[config.mk]
export PLATFORM = sky130hd
export DESIGN_NAME = serial_cmp8
export DESIGN_NICKNAME = d
export VERILOG_FILES = /design/src/rtl/cmp_pkg.sv /design/src/rtl/serial_cmp8.sv
export SDC_FILE = /design/constraint.sdc
export NUM_CORES = 1
export LEC_CHECK = 0
export BUFFER_PORTS_ARGS = -buffer_cell sky130_fd_sc_hd__buf_2
export CAP_MARGIN = 20
export CORE_MARGIN = 10
export CORE_UTILIZATION = 46
export CTS_CLUSTER_DIAMETER = 150
export DETAILED_ROUTE_END_ITERATION = 12
export GPL_ROUTABILITY_DRIVEN = 0
export PLACE_DENSITY_LB_ADDON = 0.25
export SLEW_MARGIN = 20
export SYNTH_ARGS = -nofsm -noshare
export SYNTH_HDL_FRONTEND = slang
export SYNTH_SLANG_ARGS = --single-unit
[constraint.sdc]
create_clock -name clk -period 1.7 [get_ports clk]
set_clock_uncertainty 0.15 [all_clocks]
set_input_delay 0.51 -clock clk [delete_from_list [all_inputs] [get_ports clk]]
set_output_delay 0.51 -clock clk [all_outputs]
set_load 0.02 [all_outputs]
[src/rtl/cmp_pkg.sv]
// Shared types for the serial magnitude compare path.
// State encoding, default width and relation encoding.
package cmp_pkg;

    typedef enum logic {
        IDLE,
        SHIFT
    } state_t;

    localparam int CMP_W = 8;

    typedef enum logic [1:0] {
        GT,
        LT,
        EQ
    } rel_t;

endpackage

[src/rtl/serial_cmp8.sv]
// Bit-serial receiver: reassembles MSB-first operands and
// registers the x>y / x<y / x==y relation with a done strobe.
module serial_cmp8
    import cmp_pkg::*;
#(
    parameter int W  = CMP_W,
    parameter int CW = $clog2(W + 1)
) (
    input  logic         clk,
    input  logic         rst_n,
    input  logic         start,
    input  logic         abort,
    input  logic         bit_valid,
    input  logic         sx,
    input  logic         sy,
    output logic         busy,
    output logic         done,
    output logic [W-1:0] x_q,
    output logic [W-1:0] y_q,
    output logic         xgy,
    output logic         xsy,
    output logic         xey
);

    state_t        state;
    state_t        state_d;
    logic [CW-1:0] cnt;
    logic          decided;
    logic          gt;
    logic          load;
    logic          shift;
    logic          fin;
    logic          dec_n;
    logic          gt_n;

    // First differing bit pair (MSB-first) settles the relation.
    assign dec_n = decided | (sx ^ sy);
    assign gt_n  = decided ? gt : sx;
    assign busy  = (state == SHIFT);

    always_comb begin
        state_d = state;
        load    = 1'b0;
        shift   = 1'b0;
        fin     = 1'b0;
        unique case (state)
            IDLE: begin
                if (start) begin
                    state_d = SHIFT;
                    load    = 1'b1;
                end
            end
            SHIFT: begin
                if (abort) begin
                    state_d = IDLE;
                end else if (bit_valid) begin
                    shift = 1'b1;
                    if (cnt == CW'(W - 1)) begin
                        fin     = 1'b1;
                        state_d = IDLE;
                    end
                end
            end
            default: state_d = IDLE;
        endcase
    end

    always_ff @(posedge clk or negedge rst_n) begin
        if (!rst_n) begin
            state <= IDLE;
        end else begin
            state <= state_d;
        end
    end

    always_ff @(posedge clk or negedge rst_n) begin
        if (!rst_n) begin
            cnt     <= '0;
            x_q     <= '0;
            y_q     <= '0;
            decided <= 1'b0;
            gt      <= 1'b0;
            done    <= 1'b0;
            xgy     <= 1'b0;
            xsy     <= 1'b0;
            xey     <= 1'b0;
        end else begin
            done <= fin;
            if (load) begin
                cnt     <= '0;
                x_q     <= '0;
                y_q     <= '0;
                decided <= 1'b0;
                gt      <= 1'b0;
            end else if (shift) begin
                cnt     <= cnt + CW'(1);
                x_q     <= {x_q[W-2:0], sx};
                y_q     <= {y_q[W-2:0], sy};
                decided <= dec_n;
                gt      <= gt_n;
            end
            if (fin) begin
                xgy <= dec_n & gt_n;
                xsy <= dec_n & ~gt_n;
                xey <= ~dec_n;
            end
        end
    end

endmodule

==> metrics.log <==
INFO  metric timing.hold.worst.class = in2async
INFO  metric worst_case_reg_to_reg_path_depth = 4
INFO  metric first_pass_iters = 4
INFO  metric route.detailed.vias_per_inst = 5.12
INFO  metric multi_input_area = 443 um^2
INFO  metric cellPowerDensity = 816 nW/um^2
INFO  metric synth_fp_nets = 125
INFO  metric start_util = 0.475
INFO  metric post_synth_num_cell_types = 22
INFO  metric setup_violations = 0
INFO  metric die_area = 4910 um^2
INFO  metric status = finished clean
INFO  metric global_route_wire_length_before_repair = 4310 um
INFO  metric antennaDiodeCount = 0
INFO  metric rows = 18
INFO  metric cts_buffer_count = 3
INFO  metric pins_over_slew_limit = 0
INFO  metric dieWidth = 70.1 um
INFO  metric syn_area_per_cell = 9.87 um^2
INFO  metric clock_tree.htree_level_count = 1
INFO  metric max-slew-margin-rel = 0.610
INFO  metric finalWirelength = 2410 um
INFO  metric num_vias = 912
INFO  metric cp_data_arrival_time = 1.70 ns
INFO  metric peakVddDrop = 0.467 mV
INFO  metric grt_pass1_vias = 973
INFO  metric io_pins = 28
INFO  metric port-buffer-count = 27
INFO  metric antenna_found_initial = 0
INFO  metric core = 2430 um^2
INFO  metric syn-instance-count = 117
INFO  metric timing.fmax = 612 MHz
INFO  metric grt_start_max_net_pins = 28
INFO  metric worst_setup_hold_path_clk_slew = 0.14 ns
INFO  metric clock_tree_from_tritoncts = built
INFO  metric yosysSeqAreaShare = 0.585
INFO  metric post-dp-hpwl = 1840 um
INFO  metric num-nets-final = 157
INFO  metric crit_type = reg2reg
INFO  metric vertical_extent_of_the_die = 70.1 um
INFO  metric max-cap-violations = 0
INFO  metric tns = 0 ns
INFO  metric syn_area = 1150 um^2
INFO  metric timing.final.crit_share = 0.962
INFO  metric path_max_fanout = 4
INFO  metric final_antenna_net_count = 0
INFO  metric area_delta_synth_final = 19.0%
INFO  metric worstSetupStartpointType = flip-flop
INFO  metric worst-slew-pin-transition = 0.585 ns
INFO  metric avgRoutedWirePerCell = 13.5 um
INFO  metric synth_warnings = 0
INFO  metric post_route_cells_drive_above_1_share = 0.291
INFO  metric ff_latch_area = 676 um^2
INFO  metric first_iter_violations = 53
INFO  metric cellLeakagePower = 0.794 nW
INFO  metric endpoint_kind = flip-flop
INFO  metric yosys_register_bits = 27
INFO  metric final_hold_viol_count = 0
INFO  metric globalRouteTotalUtil = 0.101
INFO  metric globalRoute.totalOverflow = 0
INFO  metric n_fill_cell = 236
INFO  metric post-route-drc-count = 0
INFO  metric post-route-min-period = 1.64 ns
INFO  metric worst_skew_pair_latency = 0.32 ns
INFO  metric rsz0062_at_grt = false
INFO  metric cts_root_buffer = clkbuf_4
INFO  metric required_time_at_the_endpoint_of_the_critical_path = 1.76 ns
INFO  metric totalPowerFinal = 1.12 mW
INFO  metric cts.path.max_buffers = 2
INFO  metric cts.sinks = 27
## repair_timing
action,CTS,global route
setup buffers,0,1
hold buffers,0,0
endpoints found under the setup margin,0,2
gates resized for setup,0,2
## cell usage after synthesis, drive strengths merged
| library cell | instances | area share |
|---|---|---|
| and3b | 2 | 0.015 |
| nand2b | 3 | 0.016 |
| o21ai | 3 | 0.013 |
| ha | 1 | 0.011 |
| buf | 3 | 0.018 |
| a31o | 1 | 0.0076 |
| nor2 | 1 | 0.0032 |
| dfrtp | 27 | 0.59 |
| mux2 | 3 | 0.036 |
| nor2b | 2 | 0.011 |
| mux2i | 2 | 0.017 |
| clkbuf | 4 | 0.013 |
| inv | 1 | 0.0032 |
| nand4 | 1 | 0.0054 |
| nor3 | 1 | 0.0043 |
| nand3 | 20 | 0.087 |
| nand2 | 36 | 0.12 |
| and4b | 1 | 0.0087 |
| nand3b | 3 | 0.020 |
| a21oi | 2 | 0.0087 |
## flip-flops by register name (all words and copies together), names as in the netlist
signal / flops
busy: 1
cnt: 4
decided: 1
done: 1
gt: 1
x_q: 8
xey: 1
xgy: 1
xsy: 1
y_q: 8
## cell type report
cell class	count	share of cell area
inverter	1	0.00273
clock buffer	4	0.0191
tap	30	0.0273
timing repair buffer	34	0.137
sequential	27	0.492
multi-input combinational	82	0.322
## final timing paths
check | startpoint | endpoint | slack [ns]
hold reg to reg | cnt[3]$_DFFE_PN0P_ | cnt[3]$_DFFE_PN0P_ | 0.32
min in group clk | sy | y_q[0]$_DFFE_PN0P_ | 0.26
max in group asynchronous | rst_n | gt$_DFFE_PN0P_ | 0.99
setup reg to reg | cnt[0]$_DFFE_PN0P_ | xgy$_DFFE_PN0P_ | 0.06
setup / recovery | cnt[0]$_DFFE_PN0P_ | xgy$_DFFE_PN0P_ | 0.06
hold / removal | rst_n | x_q[4]$_DFFE_PN0P_ | 0.01
## logic make-up (layout without fill, tap and decap cells)
kind of cell | after synthesis | in the layout | synth area share
adder cells (fa/ha/maj) | 1 | 1 | 0.0108
buffers and inverters | 8 | 39 | 0.0347
AND/OR/NAND/NOR | 70 | 70 | 0.287
flip-flops | 27 | 27 | 0.585
multiplexers | 5 | 5 | 0.0531
AO/OA/AOI/OAI | 6 | 6 | 0.0293
## power by group
part,total [mW],internal [mW],switching (mW)
registers,0.698,0.671,0.0269
logic,0.153,0.0559,0.0969
clock network,0.270,0.0917,0.178
total,1.12,0.819,0.302
## cells in the final DEF, fill, tap and decap left out, drive strengths merged, types with 2 or more instances in the layout
cell,netlist,final
nand2,36,36
buf,3,34
dfrtp,27,27
nand3,20,20
clkbuf,4,4
nand2b,3,3
o21ai,3,3
nand3b,3,3
mux2,3,3
nor2b,2,2
mux2i,2,2
a21oi,2,2
and3b,2,2
## critical path: stages, from the launching register on
cell and delay [ns]:
dfrtp_1 0.43, ha_2 0.21, and4b_1 0.21, and3b_2 0.25, mux2_4 0.30
## routing by layer
metal  vias up  share of wire  track usage
met2        20           0.50        0.177
met1       443           0.42        0.109
met4         0         0.0050       0.0285
met3         2          0.073       0.0381
li1        447              -            -
met5         -              0            0
## stage by stage
stage	instances	setup slack [ns]	hold WS [ns]	area [um^2]	util
final	178	0.0648	0.0120	1370	0.565
after global routing	178	0.00104	0.0404	1370	0.565
after CTS	177	0.0200	0.0336	1360	0.560
after detailed placement	173	0.0138	0.312	1340	0.549
after global placement	173	0.0372	0.307	1340	0.549
after floorplan	117	0.0585	0.0644	1150	-
(Power assumes the default switching activity.)
